File: src/rtl/uart_rx_fifo_pkg.sv
// Shared definitions for the UART receive path.
// Contents: parity and length encodings, FSM state type, FIFO entry layout,
// and the 3-sample majority helper.
package uart_rx_fifo_pkg;

  localparam logic [1:0] PAR_NONE = 2'b00;
  localparam logic [1:0] PAR_EVEN = 2'b01;
  localparam logic [1:0] PAR_ODD  = 2'b10;

  localparam logic [1:0] LEN_5 = 2'b00;
  localparam logic [1:0] LEN_6 = 2'b01;
  localparam logic [1:0] LEN_7 = 2'b10;
  localparam logic [1:0] LEN_8 = 2'b11;

  localparam int unsigned RX_ENTRY_W = 11;

  typedef enum logic [2:0] {
    ST_IDLE,
    ST_START,
    ST_DATA,
    ST_PARITY,
    ST_STOP1,
    ST_STOP2
  } rx_state_e;

  typedef struct packed {
    logic       brk;
    logic       ferr;
    logic       perr;
    logic [7:0] data;
  } rx_entry_t;

  function automatic logic maj3(input logic a, input logic b, input logic c);
    return (a & b) | (a & c) | (b & c);
  endfunction

endpackage

File: src/rtl/uart_rx_sync_fifo.sv
// Synchronous FIFO with show-ahead head, flush, occupancy and full/empty.
// Ports:
//   clk, rst_n     clock, async active-low reset
//   flush          synchronous clear, wins over push/pop
//   push/push_data write request; dropped when full unless a pop accompanies it
//   pop            remove head entry; ignored when empty
//   head_data      head entry, zero when empty
//   empty/full     occupancy flags
//   level          entry count
module uart_rx_sync_fifo #(
  parameter int unsigned DEPTH = 8,
  parameter int unsigned W     = 11,
  parameter int unsigned AW    = $clog2(DEPTH)
) (
  input  logic          clk,
  input  logic          rst_n,
  input  logic          flush,
  input  logic          push,
  input  logic [W-1:0]  push_data,
  input  logic          pop,
  output logic [W-1:0]  head_data,
  output logic          empty,
  output logic          full,
  output logic [AW:0]   level
);

  localparam logic [AW:0] FULL_LVL = (AW+1)'(DEPTH);

  logic [W-1:0]  mem [DEPTH];
  logic [AW-1:0] wr_ptr;
  logic [AW-1:0] rd_ptr;
  logic [AW:0]   count;
  logic          do_push;
  logic          do_pop;

  assign empty   = (count == '0);
  assign full    = (count == FULL_LVL);
  assign level   = count;
  assign do_pop  = pop & ~empty;
  assign do_push = push & (~full | do_pop);

  always_ff @(posedge clk or negedge rst_n) begin
    if (!rst_n) begin
      wr_ptr <= '0;
      rd_ptr <= '0;
      count  <= '0;
    end else if (flush) begin
      wr_ptr <= '0;
      rd_ptr <= '0;
      count  <= '0;
    end else begin
      if (do_push) wr_ptr <= wr_ptr + 1'b1;
      if (do_pop)  rd_ptr <= rd_ptr + 1'b1;
      case ({do_push, do_pop})
        2'b10:   count <= count + 1'b1;
        2'b01:   count <= count - 1'b1;
        default: count <= count;
      endcase
    end
  end

  always_ff @(posedge clk) begin
    if (do_push && !flush) mem[wr_ptr] <= push_data;
  end

  assign head_data = empty ? '0 : mem[rd_ptr];

endmodule

File: src/rtl/uart_rx_fifo.sv
// UART receiver with run-time frame format and a status-tagged receive FIFO.
// Ports:
//   clk, rst_n                 clock, async active-low reset
//   rx_data_sample             one-clk pulse at OSR x baud
//   rx_en                      receiver enable; low aborts any frame
//   rxd                        asynchronous serial input, idle high
//   data_len/par_mode/stop2    frame format, captured at start of frame
//   fifo_flush, rd_en          FIFO clear and head pop
//   rd_data/rd_perr/rd_ferr/rd_brk  show-ahead head entry
//   rx_empty/rx_full/rx_level  FIFO occupancy
//   overrun                    sticky dropped-frame flag
//   rx_busy                    frame in progress
module uart_rx_fifo
  import uart_rx_fifo_pkg::*;
#(
  parameter int unsigned OSR   = 16,
  parameter int unsigned DEPTH = 8,
  parameter int unsigned AW    = $clog2(DEPTH)
) (
  input  logic        clk,
  input  logic        rst_n,
  input  logic        rx_data_sample,
  input  logic        rx_en,
  input  logic        rxd,
  input  logic [1:0]  data_len,
  input  logic [1:0]  par_mode,
  input  logic        stop2,
  input  logic        fifo_flush,
  input  logic        rd_en,
  output logic [7:0]  rd_data,
  output logic        rd_perr,
  output logic        rd_ferr,
  output logic        rd_brk,
  output logic        rx_empty,
  output logic        rx_full,
  output logic [AW:0] rx_level,
  output logic        overrun,
  output logic        rx_busy
);

  localparam int unsigned CW = $clog2(OSR);
  localparam int unsigned H  = OSR / 2;
  localparam logic [CW-1:0] CNT_PRE  = CW'(H - 1);
  localparam logic [CW-1:0] CNT_MID  = CW'(H);
  localparam logic [CW-1:0] CNT_VOTE = CW'(H + 1);
  localparam logic [CW-1:0] CNT_END  = CW'(OSR - 1);

  rx_state_e     state, next_state;
  logic          rx_sync1, rxs;
  logic [CW-1:0] sample_cnt;
  logic [2:0]    bit_cnt;
  logic          s0, s1;
  logic [1:0]    len_q, par_q;
  logic          stop2_q;
  logic [7:0]    data_q;
  logic          perr_q, ferr_q, brk_q, pbit_q;
  logic          wait_high;
  logic          tick, start, at_vote, at_end, vote, last_bit, par_en;
  logic          push, ferr_now, brk_now;
  rx_entry_t     entry, head;
  logic          fifo_full;

  always_ff @(posedge clk or negedge rst_n) begin
    if (!rst_n) begin
      rx_sync1 <= 1'b1;
      rxs      <= 1'b1;
    end else begin
      rx_sync1 <= rxd;
      rxs      <= rx_sync1;
    end
  end

  assign tick     = rx_en & rx_data_sample;
  assign start    = (state == ST_IDLE) & tick & ~rxs & ~wait_high;
  assign at_vote  = tick & (sample_cnt == CNT_VOTE);
  assign at_end   = tick & (sample_cnt == CNT_END);
  assign vote     = maj3(s0, s1, rxs);
  assign last_bit = (bit_cnt == ({1'b0, len_q} + 3'd4));
  assign par_en   = (par_q == PAR_EVEN) | (par_q == PAR_ODD);

  always_ff @(posedge clk or negedge rst_n) begin
    if (!rst_n) state <= ST_IDLE;
    else        state <= next_state;
  end

  always_comb begin
    next_state = state;
    if (!rx_en) begin
      next_state = ST_IDLE;
    end else begin
      case (state)
        ST_IDLE:   if (start) next_state = ST_START;
        ST_START: begin
          if (at_vote && vote) next_state = ST_IDLE;
          else if (at_end)     next_state = ST_DATA;
        end
        ST_DATA:   if (at_end && last_bit) next_state = par_en ? ST_PARITY : ST_STOP1;
        ST_PARITY: if (at_end) next_state = ST_STOP1;
        ST_STOP1: begin
          if (at_vote && !stop2_q)    next_state = ST_IDLE;
          else if (at_end && stop2_q) next_state = ST_STOP2;
        end
        ST_STOP2:  if (at_vote) next_state = ST_IDLE;
        default:   next_state = ST_IDLE;
      endcase
    end
  end

  always_comb begin
    rx_busy  = (state != ST_IDLE);
    push     = at_vote & (((state == ST_STOP1) & ~stop2_q) | (state == ST_STOP2));
    ferr_now = (state == ST_STOP2) ? (ferr_q | ~vote) : ~vote;
    brk_now  = (state == ST_STOP2) ? brk_q : (~vote & (data_q == '0) & ~pbit_q);
    entry    = '{brk: brk_now, ferr: ferr_now, perr: perr_q, data: data_q};
  end

  // A frame that ends with the line still low (framing error or break) must
  // see rxd return high before another start is accepted; otherwise a held
  // break line would be received as a stream of back-to-back frames.
  always_ff @(posedge clk or negedge rst_n) begin
    if (!rst_n) begin
      sample_cnt <= '0;
      bit_cnt    <= '0;
      s0         <= 1'b1;
      s1         <= 1'b1;
      len_q      <= LEN_8;
      par_q      <= PAR_NONE;
      stop2_q    <= 1'b0;
      data_q     <= '0;
      perr_q     <= 1'b0;
      ferr_q     <= 1'b0;
      brk_q      <= 1'b0;
      pbit_q     <= 1'b0;
      wait_high  <= 1'b0;
    end else if (!rx_en) begin
      sample_cnt <= '0;
      bit_cnt    <= '0;
      wait_high  <= 1'b0;
    end else begin
      if (push && ferr_now) wait_high <= 1'b1;
      else if (rxs)         wait_high <= 1'b0;

      if (start) begin
        sample_cnt <= CW'(1);
        bit_cnt    <= '0;
        data_q     <= '0;
        perr_q     <= 1'b0;
        ferr_q     <= 1'b0;
        brk_q      <= 1'b0;
        pbit_q     <= 1'b0;
        len_q      <= data_len;
        par_q      <= par_mode;
        stop2_q    <= stop2;
      end else if (tick && state != ST_IDLE) begin
        sample_cnt <= (sample_cnt == CNT_END) ? '0 : sample_cnt + 1'b1;
        if (sample_cnt == CNT_PRE) s0 <= rxs;
        if (sample_cnt == CNT_MID) s1 <= rxs;
        if (sample_cnt == CNT_VOTE) begin
          case (state)
            ST_DATA:   data_q[bit_cnt] <= vote;
            ST_PARITY: begin
              pbit_q <= vote;
              perr_q <= (^data_q) ^ vote ^ (par_q == PAR_ODD);
            end
            ST_STOP1: begin
              ferr_q <= ~vote;
              brk_q  <= brk_now;
            end
            default: ;
          endcase
        end
        if (sample_cnt == CNT_END && state == ST_DATA)
          bit_cnt <= last_bit ? '0 : bit_cnt + 1'b1;
      end
    end
  end

  // When full, a simultaneous pop makes room, so only an unaccompanied push
  // is a dropped frame.
  always_ff @(posedge clk or negedge rst_n) begin
    if (!rst_n)                         overrun <= 1'b0;
    else if (fifo_flush)                overrun <= 1'b0;
    else if (push && fifo_full && !rd_en) overrun <= 1'b1;
  end

  uart_rx_sync_fifo #(
    .DEPTH (DEPTH),
    .W     (RX_ENTRY_W),
    .AW    (AW)
  ) u_fifo (
    .clk       (clk),
    .rst_n     (rst_n),
    .flush     (fifo_flush),
    .push      (push),
    .push_data (entry),
    .pop       (rd_en),
    .head_data (head),
    .empty     (rx_empty),
    .full      (fifo_full),
    .level     (rx_level)
  );

  assign rx_full = fifo_full;
  assign rd_data = head.data;
  assign rd_perr = head.perr;
  assign rd_ferr = head.ferr;
  assign rd_brk  = head.brk;

endmodule

File: config.mk
export PLATFORM = sky130hd
export DESIGN_NAME = uart_rx_fifo
export DESIGN_NICKNAME = d
export VERILOG_FILES = /design/src/rtl/uart_rx_fifo_pkg.sv /design/src/rtl/uart_rx_sync_fifo.sv /design/src/rtl/uart_rx_fifo.sv
export SDC_FILE = /design/constraint.sdc
export NUM_CORES = 1
export LEC_CHECK = 0
export CAP_MARGIN = 20
export CORE_UTILIZATION = 55
export DETAILED_ROUTE_END_ITERATION = 8
export PLACE_DENSITY = 0.76
export SETUP_SLACK_MARGIN = 0.05
export SLEW_MARGIN = 0
export SYNTH_ARGS = -nofsm -noshare
export SYNTH_HDL_FRONTEND = slang
export SYNTH_SLANG_ARGS = --single-unit
File: constraint.sdc
create_clock -name clk -period 6.9 [get_ports clk]
set_input_delay 0.69 -clock clk [delete_from_list [all_inputs] [get_ports clk]]
set_output_delay 0.69 -clock clk [all_outputs]
set_load 0.01 [all_outputs]
==> reports/metrics.yaml, run 1 <==
setup_path:
  regToRegSetupSlack_ps: 3710
  worst_r2r_end: "u_fifo.mem[4][6]"
  timing.critical_path.to: "rx_empty"
  timing_worst_setup_path_type: "flop to output port"
  worstPathRequired_ps: 6210
  critPathTopFamily: "simple AND/OR/NAND/NOR gates"
  startpoint_type: "flop"
  worstSetupStartpoint: "u_fifo.level[1]"
  timing.critical_path.to_type: "output port"
  crit_cells: 3
  r2r_start: "sample_cnt[1]"
  path_max_fanout: 12
  crit_path_max_cell_delay_ps: 790
  cp_slowest_cell: "nor2_1"
  worst_path_buffer_plus_inverter_count: 1
  cp_data_arrival_time_ps: 2900
  path_cells: "or3_1 -> nor2_1 -> clkdlybuf4s50_1"
  timing.reg2reg.worst_path_depth: 6
logic_synthesis:
  synth_compound_area_share_pct: 4.75
  synth_top_cell_area_share_pct: 44.4
  synthAdderAreaFrac_pct: 3.24
  syn_avg_cell_area_sq_um: 14.1
  synth_xor_xnor_area_share_pct: 1.91
  proportion_of_synthesized_chip_area_in_sequential_cells_pct: 62.6
  netlist-cell-type-count: 58
  gate_count_post_synth: 423
  muxShareOfSynthArea_pct: 13.4
  post_syn_area_sq_mm: 0.00595
  synth.yosys.warnings: 0
  synth_top_cell_by_area: "edfxtp_1"
  synth_edf_count: 88
  most_instantiated_flip_flop_cell_in_the_synthesis_netlist: "edfxtp_1"
  mappedNetlistNets: 449
  postSynthRegisterBits: 131
  synth_top_family_by_area: "multiplexers"
  synthSimpleGateAreaFrac_pct: 12.0
  ffs_w_async_s_r_synth_pct: 32.8
  synth_top_cells_by_area: "edfxtp_1 (44%), dfrtp_1 (16%), mux4_2 (8.3%)"
timing:
  finalMaxSlewViolations: 0
  maxSlewHeadroom_pct: 23.5
  setup_slack_ps: 3310
  holdWs_ps: 334
  clock_skew_ps: 6.78
  max_slew.worst_pin.slew_ps: 1130
  fmaxAchievable_ghz: 0.279
  min_period_ps: 3590
  timing_hold_violations_final: 0
  finalSetupTns_ps: 0
  post-route-period-util_pct: 52.0
  setup_violations: 0
  rsz0062_at_grt: "no"
final_layout:
  area_delta_synth_final_pct: 16.7
  num-nets-final: 481
  final_common_cell: "edfxtp_1"
  insertedDiodeCount: 0
  fraction_of_final_layout_cells_with_drive_strength_greater_than_1_pct: 17.1
  layout.cells.most_common_list: "edfxtp_1 (88), nor2_1 (49), dfrtp_1 (37), clkdlybuf4s50_1 (29), mux4_2 (22)"
  utilization_pct: 66.7
  post_layout_nonfiller_instances: 604
  cell_area_after_layout_sq_mm: 0.00695
status:
  run_status: "complete, no violations"
job:
  max_cap_violations: 0
floorplan:
  core_sq_mm: 0.0104
  fp.dieH_um: 106
  floorplan.io_pins: 31
  total_die_area_sq_mm: 0.0112
  std_cell_rows: 37
  chipWidth_um: 106
  floorplan.initialDensity_pct: 57.2
power:
  power.leakage_nw: 2.58
  fin_total_pwr_mw: 2.19
  power_density_mw_per_mm2: 315
  vdd_ir_drop_max_mv: 0.174
routing:
  via_count: 3586
  detail_route.iter0.violations: 198
  antenna_left: 0
  drt-pass1-iter-count: 5
  vias_per_cell: 5.94
  drcViolationCount: 0
  detail_route.wirelength_um: 11600
  route.detailed.wl_per_inst_um: 19.2
global_route:
  number_of_antenna_violations_at_the_first_check_in_global_routing: 0
  grtUsageTotal_pct: 23.0
  global_route.overflow_total: 0
  grt_pass1_vias: 3610
  grt_max_degree: 44
  grt_pass1_wl_um: 19000
hold_path:
  hold_path.class: "input pin to asynchronous set/reset pin"
clock_network:
  clock_tree.root_cell: "clkbuf_8"
  cts_post_setup_buffers_inserted: 0
  clock_sink_count: 131
  ctsResizeCount: 0
  hold_buffers: 0
  clkTransAtPathRegs_ps: 60
  cts_tree: "built"
  cts_made_buffers: 17
  clockBufferDepth: 2
  clock_tree.htree_level_count: 4
  clk_latency_ps: 520
placed_design:
  dp.final_hpwl_um: 7660
  postPlaceCellArea_sq_mm: 0.00636
  place.gp.congestion: 0.867
  placed_cells: 572
  dpl_worst_slack_ps: 2990
  port-buffer-count: 30
layer usage:
metal	global-route usage, %	routed length (um)	share of wire [%]
met1	28.6	4740	41
met2	40.3	6180	53
met3	5.52	500	4.3
met4	5.95	146	1.3
met5	0	0	0
worst min path at each step:
| stage | start | end | slack (ps) | cells past startpoint |
|---|---|---|---|---|
| floorplan | rx_sync1 | rxs | 350 | 0 |
| global placement | rx_sync1 | rxs | 350 | 0 |
| detailed placement | rx_sync1 | rxs | 350 | 0 |
| CTS | rst_n | bit_cnt[1] | 360 | 1 |
| global route | rx_sync1 | rxs | 360 | 0 |
| finish | rst_n | par_q[0] | 330 | 1 |
sequential cells by signal, summed over array words and instances (netlist names):
name	count
rx_sync1	1
par_q	2
data_q	8
perr_q	1
bit_cnt	3
s0	1
rxs	1
u_fifo.level	4
wait_high	1
s1	1
u_fifo.wr_ptr	3
brk_q	1
state	3
overrun	1
len_q	2
ferr_q	1
stop2_q	1
sample_cnt	4
u_fifo.mem	88
pbit_q	1
u_fifo.rd_ptr	3
kinds of logic after synthesis:
| group | after synthesis |
|---|---|
| AND/OR/NAND/NOR | 136 |
| AO/OA/AOI/OAI | 45 |
| buffers and inverters | 32 |
| multiplexers | 51 |
| adder cells (fa/ha/maj) | 15 |
| flip-flops | 131 |
| XOR/XNOR | 13 |
cells in the mapped netlist, drive strengths merged, types with 2 or more instances:
cell    count
edfxtp     88
nor2       50
dfrtp      37
mux4       22
nand2      21
mux2i      20
clkbuf     15
o21ai      15
ha         13
nor3       13
inv        12
a21oi      10
mux2        9
nand3       8
nand3b      8
xnor2       8
dfstp       6
nor2b       6
nor3b       6
buf         5
xor2        5
nand2b      4
a31oi       3
and2        3
and3        3
nand4       3
a211oi      2
a22o        2
nor4        2
nor4b       2
or3         2
or4         2
area by class of cell:
| type | count | area, sq um |
|---|---|---|
| sequential | 131 | 3730 |
| fill | 727 | 3470 |
| multi-input combinational | 260 | 2100 |
| clock buffer | 17 | 414 |
| timing repair buffer | 33 | 318 |
| clock inverter | 15 | 171 |
| tap | 136 | 170 |
| inverter | 12 | 45.0 |
report_power, final:
part / switching, mW / internal [mW]
Clock: 0.356 / 0.525
Combinational: 0.188 / 0.230
Sequential: 0.0374 / 0.855
(Power assumes the default switching activity.)
==> run 2, diff against run 1 <==
--- a/config.mk
+++ b/config.mk
@@ -6,9 +6,9 @@
 export NUM_CORES = 1
 export LEC_CHECK = 0
 export CAP_MARGIN = 20
-export CORE_UTILIZATION = 55
+export CORE_UTILIZATION = 54
 export DETAILED_ROUTE_END_ITERATION = 8
-export PLACE_DENSITY = 0.76
+export PLACE_DENSITY = 0.78
 export SETUP_SLACK_MARGIN = 0.05
 export SLEW_MARGIN = 0
 export SYNTH_ARGS = -nofsm -noshare
==> constraint.sdc (replaced) <==
create_clock -name clk -period 2.9 [get_ports clk]
set_input_delay 0.29 -clock clk [delete_from_list [all_inputs] [get_ports clk]]
set_output_delay 0.29 -clock clk [all_outputs]
set_load 0.01 [all_outputs]
==> run 2 against run 1 <==
  * Clock power rose to 2.7 times the previous value
  * Sequential power up 130%
  * Worst setup slack worse by 3100 ps
  * Sequential cell count unchanged
  * Clock skew up 5.2 ps
  * Non-clock buffer count up 20
  * Final area up 3.9%
  * Total power rose to 2.5 times the previous value
  * First-iteration DRC count up 15%
  * Sequential share of layout area down 2.0 points
  * Via count up 2.6%
  * Register-to-register slack worse by 3500 ps
  * Largest cell class unchanged
==> reports/metrics.yaml, run 2 (synthesis results as in run 1) <==
timing:
  finalMaxSlewViolations: 0
  post-route-period-util_pct: 93.6
  maxSlewHeadroom_pct: 35.6
  timing_hold_violations_final: 0
  max_slew.worst_pin.slew_ps: 966
  clock_skew_ps: 12.0
  fmaxAchievable_ghz: 0.368
  rsz0062_at_grt: "no"
  finalSetupTns_ps: 0
  setup_violations: 0
  min_period_ps: 2710
global_route:
  grt_pass1_wl_um: 19700
  grt_max_degree: 44
  grt_pass1_vias: 3768
  global_route.overflow_total: 0
  number_of_antenna_violations_at_the_first_check_in_global_routing: 0
  grtUsageTotal_pct: 23.9
setup_path:
  r2r_start: "sample_cnt[1]"
  timing.critical_path.to_type: "output port"
  worstSetupStartpoint: "u_fifo.rd_ptr[0]"
  startpoint_type: "flop"
  path_max_fanout: 24
  timing_worst_setup_path_type: "flop to output port"
  worstPathRequired_ps: 2610
  cp_data_arrival_time_ps: 2420
  regToRegSetupSlack_ps: 230
final_layout:
  num-nets-final: 501
  insertedDiodeCount: 0
  area_delta_synth_final_pct: 21.3
  layout.cells.most_common_list: "edfxtp_1 (88), nor2_1 (48), dfrtp_1 (37), clkdlybuf4s50_1 (29), mux4_2 (22)"
  fraction_of_final_layout_cells_with_drive_strength_greater_than_1_pct: 20.7
  post_layout_nonfiller_instances: 624
  top_regs: "u_fifo.mem (88), data_q (8)"
  max_reg_flops: 88
  registers.top_by_ff_count: "u_fifo.mem"
  final_common_cell: "edfxtp_1"
floorplan:
  fp.dieH_um: 107
  total_die_area_sq_mm: 0.0114
  floorplan.io_pins: 31
  std_cell_rows: 37
  chipWidth_um: 107
  core_sq_mm: 0.0105
  floorplan.initialDensity_pct: 56.6
routing:
  detail_route.iter0.violations: 228
  detailroute.wirelength.met2_um: 6860
  via_count: 3680
  detail_route.wirelength_um: 12400
  route.detailed.wl_per_inst_um: 19.8
  vias_per_cell: 5.90
  top_signal_layer_used: "met4"
  antenna_left: 0
  drt-met1-wl_um: 4760
  drcViolationCount: 0
  drt-pass1-iter-count: 5
  met3_wirelength_from_detailed_routing_um: 526
power:
  power.leakage_nw: 2.70
  vdd_ir_drop_max_mv: 0.415
  power_density_mw_per_mm2: 769
job:
  max_cap_violations: 0
hold_path:
  hold_path.class: "input pin to flop"
  beginning_of_the_worst_hold_path: "rxd"
clock_network:
  cts_made_buffers: 17
  clockBufferDepth: 2
  clk_latency_ps: 520
  cts_post_setup_buffers_inserted: 0
  clkTransAtPathRegs_ps: 60
  cts_tree: "built"
  clock_sink_count: 131
  clock_tree.htree_level_count: 4
  clock_tree.root_cell: "clkbuf_8"
placed_design:
  port-buffer-count: 30
  placed_cells: 591
  dp.final_hpwl_um: 7820
  place.gp.congestion: 0.898
status:
  run_status: "complete, no violations"
-- run 2: what timing repair did --
action / in CTS / in global routing
hold buffers: 1 / 0
gates resized for setup: 0 / 3
endpoints found under the hold margin: 37 / 0
endpoints found under the setup margin: 0 / 23
-- run 2: worst max-delay path, cell delays in order (launching register included) --
cell	delay (ps)
dfrtp_1	370
buf_12	230
mux4_2	550
mux2i_1	210
nor2_1	70
clkdlybuf4s50_1	480
-- run 2: per-stage QoR --
| stage | power (mW) | setup WS, ps | cell area (sq um) | utilization, % | hold slack [ps] |
|---|---|---|---|---|---|
| 2_1_floorplan | 2.72 | 48.4 | 5960 | - | -5.59 |
| 4_1_cts | 5.60 | 117 | 7210 | 68.6 | 157 |
| 3_5_place_dp | 3.16 | 126 | 6520 | 62.1 | 354 |
| 3_3_place_gp | 3.14 | 232 | 6520 | 62.1 | 346 |
| 6_report | 5.55 | 185 | 7220 | 68.7 | 177 |
| 5_1_grt | 5.75 | 50.7 | 7220 | 68.7 | 171 |
-- run 2: final cells by class --
| type | instances | area [sq um] |
|---|---|---|
| Clock buffer | 18 | 418 |
| Clock inverter | 14 | 256 |
| Fill cell | 725 | 3290 |
| Inverter | 12 | 45.0 |
| Multi-Input combinational cell | 260 | 2110 |
| Sequential cell | 131 | 3730 |
| Tap cell | 136 | 170 |
| Timing Repair Buffer | 53 | 490 |
-- run 2: path summary, 6_finish.rpt --
check / to / cells after the start
max: rd_data[7] / 5
min: rx_sync1 / 1
max reg2reg: u_fifo.mem[1][7] / 9
min reg2reg: rxs / 0
max in group asynchronous: u_fifo.wr_ptr[2] / 2
min in group asynchronous: par_q[1] / 2
-- run 2: per-layer routing --
layer  vias up  track usage, %
li1       1694               -
met1      1866            27.1
met2       105            44.1
met3        15            4.86
met4         0            9.10
met5         -               0
-- run 2: power breakdown --
part / internal (mW) / leakage, nW / switching [mW] / total (mW)
Sequential: 2.04 / 1.40 / 0.0583 / 2.09
Clock: 1.65 / 0.323 / 0.771 / 2.42
Combinational: 0.553 / 0.980 / 0.481 / 1.03
Total: 4.24 / 2.70 / 1.31 / 5.55
==> run 3, diff against run 2 <==
--- a/config.mk
+++ b/config.mk
@@ -5,6 +5,7 @@
 export SDC_FILE = /design/constraint.sdc
 export NUM_CORES = 1
 export LEC_CHECK = 0
+export ABC_CLOCK_PERIOD_IN_PS = 2900
 export CAP_MARGIN = 20
 export CORE_UTILIZATION = 54
 export DETAILED_ROUTE_END_ITERATION = 8
==> results of run 3 <==
The final DEF is identical to that of run 2; final timing and power are the same.
